$ cat src/rtl/sprite_palette_bank_pkg.sv
// Shared types and constants for the sprite palette bank: colour struct,
// power-on palette table and the all-ones flash colour.
package sprite_pkg;

  localparam int unsigned COLOR_W     = 4;
  localparam int unsigned DEF_ENTRIES = 8;

  typedef struct packed {
    logic [COLOR_W-1:0] r;
    logic [COLOR_W-1:0] g;
    logic [COLOR_W-1:0] b;
  } rgb_t;

  localparam rgb_t DEFAULT_PAL [DEF_ENTRIES] = '{
    rgb_t'(12'h070), rgb_t'(12'h0E1), rgb_t'(12'hECA), rgb_t'(12'h05E),
    rgb_t'(12'hE30), rgb_t'(12'h732), rgb_t'(12'h000), rgb_t'(12'h028)
  };

  localparam rgb_t WHITE = rgb_t'('1);

  // Default colour for a palette entry; entries beyond the table are black.
  function automatic rgb_t default_entry(input int unsigned idx);
    rgb_t e;
    e = '0;
    if (idx < DEF_ENTRIES) e = DEFAULT_PAL[idx[2:0]];
    return e;
  endfunction

endpackage

$ cat src/rtl/sprite_palette_bank_palette_ram.sv
// Palette storage: one synchronous read port, one write port, every entry
// reloaded with the default table on reset. Read returns pre-write data.
module palette_ram
  import sprite_pkg::*;
#(
  parameter int unsigned IDX_W = 3,
  parameter int unsigned PAL_W = 2,
  parameter int unsigned RGB_W = 12
) (
  input  logic                   Clk,
  input  logic                   Reset_n,
  input  logic                   rd_en,
  input  logic [PAL_W+IDX_W-1:0] rd_addr,
  output logic [RGB_W-1:0]       rd_data,
  input  logic                   wr_en,
  input  logic [PAL_W+IDX_W-1:0] wr_addr,
  input  logic [RGB_W-1:0]       wr_data
);

  localparam int unsigned ADDR_W  = PAL_W + IDX_W;
  localparam int unsigned DEPTH   = 2 ** ADDR_W;
  localparam int unsigned ENTRIES = 2 ** IDX_W;

  logic [RGB_W-1:0] mem [DEPTH];

  always_ff @(posedge Clk or negedge Reset_n) begin
    if (!Reset_n) begin
      for (int a = 0; a < DEPTH; a++) begin
        mem[a] <= RGB_W'(default_entry(32'(a) % ENTRIES));
      end
      rd_data <= '0;
    end else begin
      if (wr_en) mem[wr_addr] <= wr_data;
      if (rd_en) rd_data <= mem[rd_addr];
    end
  end

endmodule

$ cat src/rtl/sprite_palette_bank.sv
// Two-stage sprite colour lookup with blank-gated palette writes,
// transparency key and frame-timed damage flash.
module sprite_palette_bank
  import sprite_pkg::*;
#(
  parameter int unsigned IDX_W        = 3,
  parameter int unsigned NUM_PAL      = 4,
  parameter int unsigned COLOR_W      = sprite_pkg::COLOR_W,
  parameter int unsigned TRANSP_IDX   = 0,
  parameter int unsigned FLASH_FRAMES = 8,
  localparam int unsigned PAL_W       = $clog2(NUM_PAL)
) (
  input  logic                 Clk,
  input  logic                 Reset_n,
  input  logic                 blank,
  input  logic                 frame_start,
  input  logic                 pix_valid,
  input  logic [IDX_W-1:0]     pix_index,
  input  logic [PAL_W-1:0]     pix_pal,
  input  logic                 wr_valid,
  output logic                 wr_ready,
  input  logic [PAL_W-1:0]     wr_pal,
  input  logic [IDX_W-1:0]     wr_idx,
  input  logic [3*COLOR_W-1:0] wr_rgb,
  input  logic                 flash_req,
  output logic                 out_valid,
  output logic [COLOR_W-1:0]   red,
  output logic [COLOR_W-1:0]   green,
  output logic [COLOR_W-1:0]   blue,
  output logic                 transparent,
  output logic                 flashing
);

  localparam int unsigned RGB_W  = 3 * COLOR_W;
  localparam int unsigned ADDR_W = PAL_W + IDX_W;
  localparam int unsigned CNT_W  = 8;

  logic              s1_valid;
  logic [IDX_W-1:0]  s1_idx;
  logic [RGB_W-1:0]  rd_data;
  logic [ADDR_W-1:0] hold_addr;
  logic [RGB_W-1:0]  hold_data;
  logic [CNT_W-1:0]  flash_cnt;
  logic [CNT_W-1:0]  flash_next_c;
  logic              commit_c;
  logic              accept_c;
  logic              transp_c;
  logic [RGB_W-1:0]  colour_c;

  // wr_ready doubles as the "holding register empty" flag.
  assign accept_c = wr_valid & wr_ready;
  assign commit_c = blank & ~wr_ready;

  palette_ram #(
    .IDX_W (IDX_W),
    .PAL_W (PAL_W),
    .RGB_W (RGB_W)
  ) u_ram (
    .Clk     (Clk),
    .Reset_n (Reset_n),
    .rd_en   (pix_valid),
    .rd_addr ({pix_pal, pix_index}),
    .rd_data (rd_data),
    .wr_en   (commit_c),
    .wr_addr (hold_addr),
    .wr_data (hold_data)
  );

  // Holding register: accept one write, release it to the RAM during blanking.
  always_ff @(posedge Clk or negedge Reset_n) begin
    if (!Reset_n) begin
      wr_ready  <= 1'b1;
      hold_addr <= '0;
      hold_data <= '0;
    end else if (accept_c) begin
      wr_ready  <= 1'b0;
      hold_addr <= {wr_pal, wr_idx};
      hold_data <= wr_rgb;
    end else if (commit_c) begin
      wr_ready  <= 1'b1;
    end
  end

  // Flash counter: a request (re)loads and overrides a same-cycle frame tick.
  always_comb begin
    flash_next_c = flash_cnt;
    if (flash_req) begin
      flash_next_c = CNT_W'(FLASH_FRAMES);
    end else if (frame_start && (flash_cnt != '0)) begin
      flash_next_c = flash_cnt - CNT_W'(1);
    end
  end

  always_ff @(posedge Clk or negedge Reset_n) begin
    if (!Reset_n) begin
      flash_cnt <= '0;
      flashing  <= 1'b0;
    end else begin
      flash_cnt <= flash_next_c;
      flashing  <= (flash_next_c != '0);
    end
  end

  assign transp_c = (s1_idx == IDX_W'(TRANSP_IDX));
  assign colour_c = (flash_cnt[0] && !transp_c) ? '1 : rd_data;

  // Stage 1 tracks the request alongside the RAM read; stage 2 forms the pixel.
  always_ff @(posedge Clk or negedge Reset_n) begin
    if (!Reset_n) begin
      s1_valid    <= 1'b0;
      s1_idx      <= '0;
      out_valid   <= 1'b0;
      transparent <= 1'b0;
      red         <= '0;
      green       <= '0;
      blue        <= '0;
    end else begin
      s1_valid  <= pix_valid;
      s1_idx    <= pix_index;
      out_valid <= s1_valid;
      if (s1_valid) begin
        transparent <= transp_c;
        red         <= colour_c[RGB_W-1 -: COLOR_W];
        green       <= colour_c[2*COLOR_W-1 -: COLOR_W];
        blue        <= colour_c[COLOR_W-1:0];
      end else begin
        transparent <= 1'b0;
        red         <= '0;
        green       <= '0;
        blue        <= '0;
      end
    end
  end

endmodule

$ cat config.mk
export PLATFORM = sky130hd
export DESIGN_NAME = sprite_palette_bank
export DESIGN_NICKNAME = d
export VERILOG_FILES = /design/src/rtl/sprite_palette_bank_pkg.sv /design/src/rtl/sprite_palette_bank_palette_ram.sv /design/src/rtl/sprite_palette_bank.sv
export SDC_FILE = /design/constraint.sdc
export NUM_CORES = 1
export LEC_CHECK = 0
export ABC_CLOCK_PERIOD_IN_PS = 2670
export BUFFER_PORTS_ARGS = -buffer_cell sky130_fd_sc_hd__buf_4
export CAP_MARGIN = 40
export CELL_PAD_IN_SITES_DETAIL_PLACEMENT = 1
export CELL_PAD_IN_SITES_GLOBAL_PLACEMENT = 1
export CORE_MARGIN = 1
export CORE_UTILIZATION = 54
export DETAILED_ROUTE_END_ITERATION = 8
export PLACE_DENSITY_LB_ADDON = 0.1
export SLEW_MARGIN = 0
export SYNTH_ARGS = -nofsm -noshare
export SYNTH_HDL_FRONTEND = slang
export SYNTH_SLANG_ARGS = --single-unit
$ cat constraint.sdc
create_clock -name Clk -period 2.67 [get_ports Clk]
set_clock_uncertainty 0.05 [all_clocks]
set_input_delay 0.4005 -clock Clk [delete_from_list [all_inputs] [get_ports Clk]]
set_output_delay 0.4005 -clock Clk [all_outputs]
set_load 0.05 [all_outputs]
## Yosys cells after proc, flatten, opt, wreduce, memory -nomap -nowiden

Cells that the tools add are included.

| operators by class | value |
|---|---|
| bitwise operators | 5 |
| multiplexer cells | 15 |
| reductions and logical operators | 8 |
| magnitude comparators | 3 |
| add/sub/neg operators | 1 |

Operators by type and width:

| cell | count |
|---|---|
| bitwise mux 384 bit | 1 |
| binary-select mux 12 bit (select 5 bit) | 1 |
| demux 12 bit (select 5 bit) | 1 |
| 2-to-1 mux 12 bit | 4 |
| 2-to-1 mux 8 bit | 2 |
| nonzero test 8 bit | 2 |
| >= comparator 6 bit (second input constant) | 2 |
| 2-to-1 mux 4 bit | 3 |
| NOT 5 -> 6 bit | 2 |
| subtractor 8 x 1 -> 8 bit (second input constant) | 1 |
| less-than comparator 6 x 1 -> 1 bit (second input constant) | 1 |
| logical AND 1 bit | 3 |
| logical NOT 3 bit | 1 |
| 2-to-1 mux 1 bit | 3 |
| AND 1 bit | 2 |
| nonzero test 2 bit | 1 |
| logical NOT 1 bit | 1 |
| NOT 1 bit | 1 |

| storage, ports and cells | value |
|---|---|
| flip-flop bits (word level) | 441 |
| bits of input ports | 29 |
| word-level logic and storage cells | 77 |
| output and inout port bits | 16 |

## Depth between registers and ports, before layout

Gate-level depths: netlist (run 1).

| logic depth | value |
|---|---|
| depth after elaboration | 6 |
| mapped depth | 7 |
| mapped depth without buffers | 7 |

## By module

A second synthesis (run 1) with hierarchy kept.

| unflattened totals | value |
|---|---|
| cell total of the unflattened synthesis | 1451 |
| area, all modules | 20256.9 µm² |

By module, submodules not included:

| module | area an instance (µm²) | cells each | times used | seq. area each (µm²) |
|---|---|---|---|---|
| palette_ram | 18436.4 | 1312 | 1 | 10069.7 |
| sprite_palette_bank | 1820.5 | 139 | 1 | 1127.3 |

## Least setup slack after synthesis (run 1)

OpenSTA, ideal clock, no wires.

| path | value |
|---|---|
| kind | in2reg |
| start | input port pix_index[1] |
| end | register u_ram.rd_data[10] |
| stages | 7 |
| setup slack | 436 ps |
| library setup time | 125 ps |
| arrival time | 2059 ps |
| data required time | 2495 ps |
| buffers on the path | 3 |
| path through | buf_2 > buf_2 > buf_2 > mux4_2 > o22ai_1 > nor4_1 > mux2_2 |

| between the ends | value |
|---|---|
| cells in the longest elaborated chain, start to end | 4 |

Ends and longest elaborated chain:

| item | line | text |
|---|---|---|
| from (decl) | sprite_palette_bank.sv:18 | `input logic [IDX_W-1:0] pix_index,` |
| NOT 5 -> 6 bit (not written as such) | sprite_palette_bank_palette_ram.sv:34 | `if (rd_en) rd_data <= mem[rd_addr];` |
| binary-select mux 12 bit (select 5 bit) | sprite_palette_bank_palette_ram.sv:34 |  |
| 2-to-1 mux 12 bit (not written as such) (2 in series) | sprite_palette_bank_palette_ram.sv:34 |  |
| to (signal assigned) | sprite_palette_bank_palette_ram.sv:34 |  |
| to (decl) | sprite_palette_bank_palette_ram.sv:14 | `output logic [RGB_W-1:0] rd_data,` |

No other way between the ends. The select of a mux whose other input is x is not followed.
A chain may end at the register's enable or synchronous reset.

## Worst setup path after layout (run 1)

| path | value |
|---|---|
| start | input port pix_index[0] |
| end | register u_ram.rd_data[5] |

The elaborated chain is that of the path after synthesis.

==> flow_summary.ini, run 1 <==
[die]
dieArea_um2 = 36800
dieHeight_um = 192
core_area_um2 = 35600
io_pins = 45
start_util = 0.548
die_w_um = 192
rows = 69

[routing]
via_count = 11400
drc = 0
drt_iter0_drc = 656
vias_per_cell = 6.28
first_pass_iters = 5
wl_per_cell_um = 29.0
ant_nets = 0
wl_mm = 52.5

[yosys]
async_reset_ff_frac = 1.00
yosys_warnings = 0
synth_ff_type = dfrtp_1
synth-edff-count = 0
syn_nets = 1268
yosysSeqAreaShare = 0.575
syn_area_um2 = 19500
yosysUniqueCellTypes = 38
ys_seq_elements = 441
synth_cells = 1237
syn_area_per_cell_um2 = 15.8

[min_path]
holdPathStages = 2
hold_start = wr_rgb[7]
holdPathEnd = hold_data[7]
holdCritPathClass = in2reg

[setup_path]
critical_path_class = in2reg
worstSetupEndpointType = flip-flop
reg2reg_from = flash_cnt[0]
cp.required_ns = 3.08
crit_fanout = 12
r2r-end = flashing
regToRegSetupSlack_ns = 0.28
worst_ep_arrival_time_ns = 2.82
cp-start-kind = input pin
reg2reg_depth = 6

[clock_tree]
clockBufferDepth = 3
cts_root_buf = clkbuf_16
h-tree-depth = 2
clock_latency_ns = 0.58
clock-sinks = 441
clk_pin_slew_ns = 0.06
numCtsBuffers = 48
cts_tree = done
cts_resized = 0

[placement]
io_buffers = 44
dp.cells = 1714
dp_hpwl_mm = 32.5
dp_slack_ns = 0.128
place_area_um2 = 20700
place_congestion = 0.835

[power_and_ir_drop]
power.internal_mw = 17.2
power_frac_seq = 0.479
clkPwrFrac = 0.289
p_sw_mw = 6.55
power-per-cell-area_nw_per_um2 = 1060
combPwrFrac = 0.233
ir_drop_v = 0.000715
swShare = 0.276
total_power_mw = 23.7
p_leak_nw = 10.0

[global_route]
grt_overflow = 0
grt_use_total = 0.302
grt_pass1_wl_mm = 80.6
grt_max_degree = 87
antenna_found_initial = 3
grt_pass1_vias = 12600

[timing]
fin_crit_sh = 0.902
rsz0062_at_grt = no
final_hold_viol_count = 0
max_freq_ghz = 0.415
relSlewSlack = 0.404
fin_ws_ns = 0.260
hold-worst-slack_ns = 0.0159
slew_violations = 0
setup_viol = 0
fin_tns_setup_ns = 0
finalCriticalPeriod_ns = 2.41
worst_pin_slew_ns = 0.891

[layout]
instances_no_fill = 1811
diodes = 0
mostFrequentLayoutCell = mux2_2
drive_gt1_frac = 0.624
nets = 1343
final_cell_mix = mux2_2 (413), dfrtp_1 (312), dfstp_2 (129)
finish.utilization = 0.632
final_area_um2 = 22500
area_growth_syn_to_layout_pct = 15.3

[job]
cap_violations = 0

[status]
status = finished, final reports clean
## cells by family (layout without fill, tap and decap cells)
kind of cell               after synthesis  in the layout  share of synthesized area
buffers and inverters                  109            222                     0.0220
AOI/OAI and AO/OA                       74             74                     0.0246
xor gates and xnor gates                 2              2                   0.000899
adders and majority gates                2              2                    0.00128
and+or+nand+nor                        100            100                     0.0268
DFF                                    441            441                      0.575
muxes                                  509            509                      0.350
## registers in the layout, summed over array words and instances, names as in the netlist
signal         flops
u_ram.mem        384
hold_data         12
u_ram.rd_data     12
flash_cnt          8
hold_addr          5
blue               4
green              4
red                4
s1_idx             3
flashing           1
out_valid          1
s1_valid           1
transparent        1
wr_ready           1
## cell type report
class                      instances  area (um^2)
tap                              461          577
clock inverter                    18          199
sequential                       441        11200
multi-input combinational        687         7860
inverter                           3         11.3
fill                            3145        13100
clock buffer                      70         1440
timing repair buffer             131         1190
## per-layer routing
metal | wire, um | GRT usage | vias to the layer above
met3 | 2810 | 0.0640 | 96
met2 | 25200 | 0.476 | 277
met4 | 1690 | 0.114 | 2
li1 | - | - | 4751
met5 | 9 | 0 | -
met1 | 22800 | 0.412 | 6256
## Yosys cell counts, types with 2 or more instances
cell type | count | area share
buf_2 | 15 | 0.0039
mux2_2 | 413 | 0.24
xnor2_1 | 2 | 0.00090
inv_1 | 3 | 0.00058
nand2b_1 | 3 | 0.00096
nor3b_1 | 4 | 0.0015
nor4_1 | 14 | 0.0045
ha_1 | 2 | 0.0013
nand3_1 | 4 | 0.0010
o22ai_1 | 48 | 0.015
or4_1 | 3 | 0.0012
nor2b_1 | 4 | 0.0013
o21ai_0 | 2 | 0.00051
nor2_1 | 23 | 0.0044
nand2_1 | 26 | 0.0050
nand3b_1 | 4 | 0.0015
clkbuf_1 | 90 | 0.017
dfrtp_1 | 312 | 0.40
and2_1 | 2 | 0.00064
o21a_1 | 13 | 0.0050
a21oi_1 | 5 | 0.0013
or3_1 | 4 | 0.0013
nor3_1 | 3 | 0.00077
dfstp_2 | 129 | 0.17
mux4_2 | 96 | 0.11
## worst max-delay path, stage by stage
cell and delay [ns]:
dlygate4sd3_1 0.54, buf_4 0.19, or3_1 0.69, o22ai_1 0.57
nor4_1 0.12, mux2_2 0.29
## power groups by stage
stage	Sequential (mW)	Clock [mW]	Combinational, mW
after floorplan	10.9	0	3.99
after global routing	11.6	7.22	5.91
after CTS	11.3	6.96	5.56
final	11.4	6.85	5.52
after detailed placement	11.4	0	5.47
after global placement	11.2	0	5.19
## what timing repair did
item                                   in CTS  in global routing
hold buffers                                9                  0
buffers inserted                            0                  0
endpoints found under the hold margin      45                  0
## worst max path at each step
| stage | to | cells past startpoint | startpoint | slack [ns] |
|---|---|---|---|---|
| 6_report | u_ram.rd_data[5] | 6 | pix_index[0] | 0.26 |
| 3_3_place_gp | u_ram.rd_data[5] | 6 | pix_index[1] | 0.16 |
| 2_1_floorplan | u_ram.rd_data[10] | 7 | pix_index[1] | 0.44 |
| 5_1_grt | flashing | 7 | flash_cnt[0] | 0.07 |
| 3_5_place_dp | u_ram.rd_data[5] | 6 | pix_index[1] | 0.13 |
| 4_1_cts | flashing | 6 | flash_cnt[0] | 0.26 |
No activity file was read; power rests on OpenSTA's default activity.
==> run 2, diff against run 1 <==
==> constraint.sdc (replaced) <==
create_clock -name Clk -period 2.67 [get_ports Clk]
set_clock_uncertainty 0.05 [all_clocks]
set_input_delay 0.267 -clock Clk [delete_from_list [all_inputs] [get_ports Clk]]
set_output_delay 0.267 -clock Clk [all_outputs]
set_load 0.05 [all_outputs]
==> run 2 against run 1 <==
Combinational power about the same. Critical path depth up 2. Non-clock buffer count up 18. Highest routed layer is now met4. Largest power group unchanged.
==> flow_summary.ini, run 2 (synthesized netlist as in run 1, its figures left out) <==
[status]
status = finished, final reports clean

[global_route]
grt_max_degree = 82
grt_pass1_vias = 12600
grt_overflow = 0
grt_pass1_wl_mm = 80.4
grt_use_total = 0.301
antenna_found_initial = 1

[layout]
final_cell_mix = mux2_2 (413), dfrtp_1 (312), dfstp_2 (129)
multi_input_area_um2 = 7860
mostFrequentLayoutCell = mux2_2
final_area_um2 = 22700
reg_top3 = u_ram.mem: 384 flops, hold_data: 12 flops, u_ram.rd_data: 12 flops
finish.utilization = 0.638
instances_no_fill = 1832
nFillCells = 3124
largest_reg_flops = 384
drive_gt1_frac = 0.619
nets = 1361
area_growth_syn_to_layout_pct = 16.5
register_area_um2 = 11200
top_register = u_ram.mem

[routing]
drc = 0
vias_per_cell = 6.24
drt_iter0_drc = 574
wl_met2_mm = 25.8
ant_nets = 0
wl_per_cell_um = 28.7
via_count = 11400
routed-wl-met3_mm = 3.07
first_pass_iters = 5
wl_met1_mm = 22.4
top_layer = met4
wl_mm = 52.6

[die]
rows = 69
die_w_um = 192
core_area_um2 = 35600
dieHeight_um = 192
dieArea_um2 = 36800
start_util = 0.548
io_pins = 45

[clock_tree]
cts_root_buf = clkbuf_16
numCtsBuffers = 48
cts_tree = done
clk_pin_slew_ns = 0.06
cts_post_setup_buffers_inserted = 0
clock_latency_ns = 0.58
h-tree-depth = 2
clock-sinks = 441
clockBufferDepth = 3

[min_path]
holdPathStages = 2
holdPathEnd = s1_idx[2]
hold_start = pix_index[2]
holdCritPathClass = in2reg

[placement]
place_area_um2 = 20800
dp.cells = 1717
place_congestion = 0.880
dp_hpwl_mm = 32.2
io_buffers = 44
dp_slack_ns = 0.203

[timing]
fin_crit_sh = 0.914
finalCriticalPeriod_ns = 2.44
final_hold_viol_count = 0
worst_pin_slew_ns = 0.910
relSlewSlack = 0.391
rsz0062_at_grt = no
setup_viol = 0
hold-worst-slack_ns = 0.129
slew_violations = 0
fin_tns_setup_ns = 0
max_freq_ghz = 0.410
fin_ws_ns = 0.229

[setup_path]
crit_buf_inv = 4
worstSetupEndpointType = flip-flop
worstSetupStartpoint = pix_index[1]
regToRegSetupSlack_ns = 0.24
crit_path_cell_trace = dlygate4sd3_1 -> buf_6 -> buf_12 -> buf_4 -> mux4_2 -> o22ai_1 -> nor4_1 -> mux2_2
crit_fanout = 22
cp-start-kind = input pin
critical_path.max_stage_delay_ns = 0.55
reg2reg_depth = 6
critical_path_class = in2reg
crit_slowest_cell = dlygate4sd3_1
cp.required_ns = 3.07
r2r-end = flashing
worst_ep_arrival_time_ns = 2.84
critPathTopFamily = buffers and inverters
reg2reg_from = flash_cnt[0]

[power_and_ir_drop]
p_leak_nw = 10.1
total_power_mw = 23.8
power-per-cell-area_nw_per_um2 = 1050
ir_drop_v = 0.000733

[job]
cap_violations = 0
run 2: worst max path at each step:
stage	endpoint	slack, ns	depth (start not counted)
5_1_grt	flashing	0.06	6
6_report	u_ram.rd_data[11]	0.23	8
2_1_floorplan	flashing	0.48	4
4_1_cts	flashing	0.12	7
3_3_place_gp	u_ram.rd_data[2]	0.20	7
3_5_place_dp	flashing	0.20	7
run 2: layout make-up:
class / count / share of cell area
diodes: 1 / 0.000110
clock buffers: 74 / 0.0656
clock inverters: 16 / 0.00827
inverters: 3 / 0.000496
multi-input cells: 687 / 0.346
flip-flops and latches: 441 / 0.493
well taps: 461 / 0.0254
repair buffers: 149 / 0.0607
run 2: repair_timing:
action,4_1_cts,5_1_grt
gates resized for setup,0,1
hold buffers,24,0
hold endpoints to repair,84,0
setup endpoints to repair,0,1
run 2: where the power goes:
group	internal, mW	switching [mW]
clock	4.22	2.73
combinational	3.22	2.29
sequential	9.84	1.51
total	17.3	6.53
run 2: routing by layer:
layer  global-route usage  vias to the layer above
met2                0.488                      274
li1                     -                     4806
met3               0.0703                       76
met4               0.0876                        0
met1                0.405                     6276
met5                    0                        -
